[src/rtl/keypad_lock_ctrl.sv]
// Keypad combination-lock sequencer: collects a 4-digit entry, checks it against the stored
// code and sequences the unlocking, open, error and lockout phases on the 250 Hz tick.
module keypad_lock_ctrl #(
   parameter logic [15:0] DEFAULT_CODE = 16'h1234,
   parameter int unsigned UNLOCK_CYC   = 250,
   parameter int unsigned OPEN_CYC     = 1250,
   parameter int unsigned ERR_CYC      = 250,
   parameter int unsigned MAX_FAIL     = 3,
   parameter int unsigned LOCKOUT_CYC  = 7500
) (
   input  logic        clk,
   input  logic        rst_n,
   input  logic        key_valid,
   input  logic [3:0]  key,
   output logic [15:0] code_disp,
   output logic [2:0]  digit_cnt,
   output logic        unlocking,
   output logic        open,
   output logic        error,
   output logic        locked_out
);

   localparam int unsigned MaxA   = (UNLOCK_CYC > OPEN_CYC) ? UNLOCK_CYC : OPEN_CYC;
   localparam int unsigned MaxB   = (ERR_CYC > LOCKOUT_CYC) ? ERR_CYC : LOCKOUT_CYC;
   localparam int unsigned MaxCyc = (MaxA > MaxB) ? MaxA : MaxB;
   localparam int unsigned TimerW = (MaxCyc > 1) ? $clog2(MaxCyc) : 1;
   localparam int unsigned FailW  = $clog2(MAX_FAIL + 1);

   localparam logic [TimerW-1:0] UnlockLd  = TimerW'(UNLOCK_CYC - 1);
   localparam logic [TimerW-1:0] OpenLd    = TimerW'(OPEN_CYC - 1);
   localparam logic [TimerW-1:0] ErrLd     = TimerW'(ERR_CYC - 1);
   localparam logic [TimerW-1:0] LockoutLd = TimerW'(LOCKOUT_CYC - 1);

   localparam logic [3:0] KeyA   = 4'hA;
   localparam logic [3:0] KeyClr = 4'hE;
   localparam logic [3:0] KeyEnt = 4'hF;

   typedef enum logic [2:0] {
      StEntry,
      StCheck,
      StUnlocking,
      StOpen,
      StSet,
      StError,
      StLockout
   } state_e;

   state_e              state_q, state_d;
   logic                key_valid_q;
   logic [3:0]          key_q;
   logic [15:0]         code_q, code_d, code_edit;
   logic [2:0]          cnt_q, cnt_d, cnt_edit;
   logic [FailW-1:0]    fail_q, fail_d;
   logic [TimerW-1:0]   timer_q, timer_d;
   logic [15:0]         stored_q, stored_d;

   logic key_dig, key_clr, key_ent, key_a;
   logic timer_zero, code_match, fail_last;

   // Key events are registered first, so a press acts on the edge after it is sampled.
   assign key_dig    = key_valid_q && (key_q <= 4'd9);
   assign key_clr    = key_valid_q && (key_q == KeyClr);
   assign key_ent    = key_valid_q && (key_q == KeyEnt);
   assign key_a      = key_valid_q && (key_q == KeyA);
   assign timer_zero = (timer_q == '0);
   assign code_match = (cnt_q == 3'd4) && (code_q == stored_q);
   assign fail_last  = (32'(fail_q) + 32'd1) >= MAX_FAIL;

   always_ff @(posedge clk) begin
      if (!rst_n) begin
         state_q     <= StEntry;
         key_valid_q <= 1'b0;
         key_q       <= 4'd0;
         code_q      <= '0;
         cnt_q       <= '0;
         fail_q      <= '0;
         timer_q     <= '0;
         stored_q    <= DEFAULT_CODE;
      end else begin
         state_q     <= state_d;
         key_valid_q <= key_valid;
         key_q       <= key;
         code_q      <= code_d;
         cnt_q       <= cnt_d;
         fail_q      <= fail_d;
         timer_q     <= timer_d;
         stored_q    <= stored_d;
      end
   end

   always_comb begin
      state_d   = state_q;
      code_d    = code_q;
      cnt_d     = cnt_q;
      fail_d    = fail_q;
      stored_d  = stored_q;
      timer_d   = timer_zero ? timer_q : timer_q - TimerW'(1);
      code_edit = code_q;
      cnt_edit  = cnt_q;
      if (key_clr) begin
         code_edit = '0;
         cnt_edit  = '0;
      end else if (key_dig && (cnt_q < 3'd4)) begin
         code_edit = {code_q[11:0], key_q};
         cnt_edit  = cnt_q + 3'd1;
      end

      unique case (state_q)
         StEntry: begin
            if (key_ent) begin
               state_d = StCheck;
            end else begin
               code_d = code_edit;
               cnt_d  = cnt_edit;
            end
         end
         StCheck: begin
            code_d = '0;
            cnt_d  = '0;
            if (code_match) begin
               state_d = StUnlocking;
               fail_d  = '0;
               timer_d = UnlockLd;
            end else if (fail_last) begin
               state_d = StLockout;
               fail_d  = FailW'(MAX_FAIL);
               timer_d = LockoutLd;
            end else begin
               state_d = StError;
               fail_d  = fail_q + FailW'(1);
               timer_d = ErrLd;
            end
         end
         StUnlocking: begin
            if (timer_zero) begin
               state_d = StOpen;
               timer_d = OpenLd;
            end
         end
         StOpen: begin
            // Expiry outranks any key on the same edge.
            if (timer_zero || key_ent) begin
               state_d = StEntry;
            end else if (key_a) begin
               state_d = StSet;
               code_d  = '0;
               cnt_d   = '0;
               timer_d = OpenLd;
            end
         end
         StSet: begin
            if (timer_zero || key_ent) begin
               state_d = StEntry;
               code_d  = '0;
               cnt_d   = '0;
               if (!timer_zero && (cnt_q == 3'd4)) begin
                  stored_d = code_q;
               end
            end else begin
               code_d = code_edit;
               cnt_d  = cnt_edit;
            end
         end
         StError: begin
            if (timer_zero) begin
               state_d = StEntry;
            end
         end
         StLockout: begin
            if (timer_zero) begin
               state_d = StEntry;
               fail_d  = '0;
            end
         end
         default: begin
            state_d = StEntry;
         end
      endcase
   end

   always_comb begin
      code_disp  = code_q;
      digit_cnt  = cnt_q;
      unlocking  = (state_q == StUnlocking);
      open       = (state_q == StOpen) || (state_q == StSet);
      error      = (state_q == StError) || (state_q == StLockout);
      locked_out = (state_q == StLockout);
   end

endmodule

[config.mk]
export PLATFORM = sky130hd
export DESIGN_NAME = keypad_lock_ctrl
export DESIGN_NICKNAME = d
export VERILOG_FILES = /design/src/rtl/keypad_lock_ctrl.sv
export SDC_FILE = /design/constraint.sdc
export NUM_CORES = 1
export LEC_CHECK = 0
export ABC_AREA = 1
export CAP_MARGIN = 20
export CORE_UTILIZATION = 24
export DETAILED_ROUTE_END_ITERATION = 10
export GPL_TIMING_DRIVEN = 0
export PLACE_DENSITY = 0.47
export SLEW_MARGIN = 30
export SYNTH_ARGS = -nofsm -noshare
export SYNTH_HDL_FRONTEND = slang
export SYNTH_SLANG_ARGS = --single-unit
export TNS_END_PERCENT = 100
[constraint.sdc]
create_clock -name clk -period 1.7 [get_ports clk]
set_input_delay 0.17 -clock clk [delete_from_list [all_inputs] [get_ports clk]]
set_output_delay 0.17 -clock clk [all_outputs]
set_load 0.1 [all_outputs]
==> results.py <==
metrics = {
    "run_status": {
        "status": "complete, but fails checks",
        "violations": "setup timing",
    },
    "timing": {
        "setup_viol": 4,
        "rsz0062_at_grt": "yes",
        "fin_crit_sh_pct": 101,
        "drv_slew": 0,
        "worstMarginPinSlew_ps": 949,
        "clock_skew_ps": 8.25,
        "slew_headroom_pct": 37.0,
        "max_clock_freq_ghz": 0.585,
        "fin_ws_ps": -9.68,
        "hold_violations": 0,
        "period_minus_slack_ps": 1710,
    },
    "yosys": {
        "syn_nets": 487,
        "ys_seq_area_share_pct": 36.7,
        "synth_common_cells": "nand2_1 (127), inv_1 (62), nor2_1 (59)",
        "ys_ff_latch": 58,
        "async_reset_ff_share_pct": 0,
        "ys.flop_type": "dfxtp_1",
        "synthDominantCellAreaShare_pct": 36.7,
        "synth-edff-count": 0,
        "synthCells": 475,
        "ys_warn_count": 0,
        "synth_top_area_cell": "dfxtp_1",
        "synth.top_cells.by_area": "dfxtp_1 (37%), nand2_1 (15%), inv_1 (7.4%), nor2_1 (7.0%), o21ai_0 (5.4%)",
        "synth_area_um2": 3160,
        "yosysMostFrequentCell": "nand2_1",
        "synth.distinct_cells": 30,
        "syn_area_per_cell_um2": 6.66,
    },
    "die": {
        "die_area_um2": 13600,
        "initial_core_util_pct": 24.9,
        "io_pins": 30,
        "core.rowCount": 41,
        "die_h_um": 117,
        "core_um2": 12700,
        "dieWidth_um": 117,
    },
    "setup_path": {
        "worstPathRequired_ps": 1910,
        "cp.arrival_ps": 1920,
        "endpoint_kind": "flop",
        "start_kind": "flop",
        "endpoint": "code_disp[0]",
        "startpoint": "timer_q[0]",
        "r2r_start": "timer_q[0]",
        "reg2reg_depth": 13,
        "worstPathMaxFanout": 6,
        "r2r-end": "code_disp[0]",
        "crit_type": "flop to flop",
        "r2r_slack_ps": -10,
    },
    "clock_tree": {
        "cts_buffers": 9,
        "cts_sinks": 58,
        "clk_path_buf_depth": 2,
        "clkTransAtPathRegs_ps": 50,
        "root_buffer": "clkbuf_16",
        "cts_tree": "done",
        "cts_max_level": 3,
        "insertion_delay_ps": 330,
    },
    "place": {
        "dp_hpwl_um": 6140,
        "post-place-ws_ps": -680,
        "portBuffers": 28,
        "gp_congestion": 0.805,
        "placed_cell_area_um2": 3730,
    },
    "drt": {
        "dr.pass1.iters": 4,
        "drt-initial-drc-count": 131,
        "drt-total-wl_um": 8770,
        "wl_per_cell_um": 12.2,
        "vias_per_cell": 4.39,
        "via_count": 3147,
        "drc_errors": 0,
        "ant_nets": 0,
    },
    "global_route": {
        "grtUsageTotal_pct": 13.8,
        "grt_max_degree": 11,
        "grt_pass1_vias": 2839,
        "antenna_found_initial": 0,
        "grt-ovfl-total": 0,
        "grt_pass1_wl_um": 14200,
    },
    "worst_hold_path": {
        "hold_class": "input port to flop",
        "holdPathStages": 3,
    },
    "layout": {
        "design_area_um2": 4610,
        "drive_gt1_share_pct": 33.9,
        "diodes": 0,
        "syn_to_final_growth_pct": 45.6,
        "nNetsFinal": 552,
    },
    "flow_run": {
        "max_cap_viol_count": 0,
    },
    "power": {
        "p_per_area_nw_per_um2": 1610,
        "p_leak_nw": 2.09,
        "ir_drop_mv": 0.571,
    },
}
-- cells by family after synthesis --
| group | count (synthesis) | share of synthesized area (%) |
|---|---|---|
| AO/OA/AOI/OAI | 82 | 13.4 |
| XOR/XNOR | 13 | 3.60 |
| adder cells (fa/ha/maj) | 5 | 1.98 |
| buffers and inverters | 79 | 10.6 |
| flip-flops | 58 | 36.7 |
| AND/OR/NAND/NOR | 238 | 33.7 |
-- placed cells by master, fill, tap and decap left out, types with 11 or more instances in the layout --
cell type / synthesis / layout
nand2_1: 127 / 108
inv_1: 62 / 55
nor2_1: 59 / 49
dfxtp_1: 58 / 31
o21ai_0: 34 / 26
o21ai_1: 19 / 20
a21oi_1: 23 / 19
nand2_2: 5 / 16
buf_4: 0 / 16
buf_6: 4 / 16
dfxtp_2: 0 / 16
nand3_1: 22 / 15
nand2_4: 5 / 11
clkbuf_16: 0 / 11
dfxtp_4: 0 / 11
-- how the worst min path moves through the flow --
stage / to / slack (ps) / startpoint
6_report: stored_q[0] / 260 / rst_n
3_5_place_dp: stored_q[3] / 460 / stored_q[3]
2_1_floorplan: key_q[0] / 270 / key[0]
5_1_grt: stored_q[0] / 340 / rst_n
4_1_cts: timer_q[0] / 280 / rst_n
3_3_place_gp: stored_q[15] / 450 / stored_q[15]
-- critical path: stages (launching register included) --
cell and delay, ps:
dfxtp_4 370, inv_4 40, ha_4 160, nand2_4 60, nor2_4 40, nand2_4 130
nand3b_4 100, nand2_4 90, nand2_4 80, inv_6 100, nand2_8 80, clkbuf_16 180
o21ai_1 110, nor2_1 40
-- area by class of cell --
class                      count  area [um^2]
sequential                    58         1220
fill                        1414         8120
clock inverter                 2         35.0
clock buffer                  14          274
multi-input combinational    338         1970
tap                          172          215
timing repair buffer          54          508
buffer                        14          123
inverter                      65          259
-- registers in the layout, summed over array words and instances, names as in the netlist --
register and cells:
code_disp 16, timer_q 13, key_valid_q 1, state_q 3
key_q 4, fail_q 2, stored_q 16, digit_cnt 3
-- stage by stage --
stage,TNS [ps],utilization [%],total power [mW],hold WS (ps),std cells
6_report,-22.0,36.2,7.43,259,717
5_1_grt,-1640,36.2,7.98,340,717
4_1_cts,-60.9,33.3,6.91,276,704
3_5_place_dp,-6720,29.3,4.80,461,675
3_3_place_gp,-6710,29.3,4.79,452,675
2_1_floorplan,0,-,4.17,268,475
-- report_power, final --
| group | leakage (nW) | total (mW) | internal, mW | switching [mW] |
|---|---|---|---|---|
| Sequential | 0.488 | 1.96 | 1.64 | 0.313 |
| Clock | 0.153 | 1.87 | 1.25 | 0.622 |
| Combinational | 1.45 | 3.60 | 1.33 | 2.27 |
-- layer usage --
| layer | wire length (um) | part of all wire (%) | up-vias | global-route usage, % |
|---|---|---|---|---|
| met5 | 0 | 0 | - | 0 |
| met4 | 109 | 1.2 | 0 | 4.81 |
| met3 | 328 | 3.7 | 9 | 2.68 |
| met2 | 4170 | 47 | 52 | 22.1 |
| met1 | 4170 | 48 | 1455 | 18.4 |
| li1 | - | - | 1631 | - |
-- repair_timing --
item,in CTS,in global routing
buffers inserted,12,11
pin swaps,11,32
cloned,1,2
endpoints found under the hold margin,0,0
resized for setup,104,97
setup endpoints to repair,71,64
hold buffers,0,0
(Power assumes the default switching activity.)
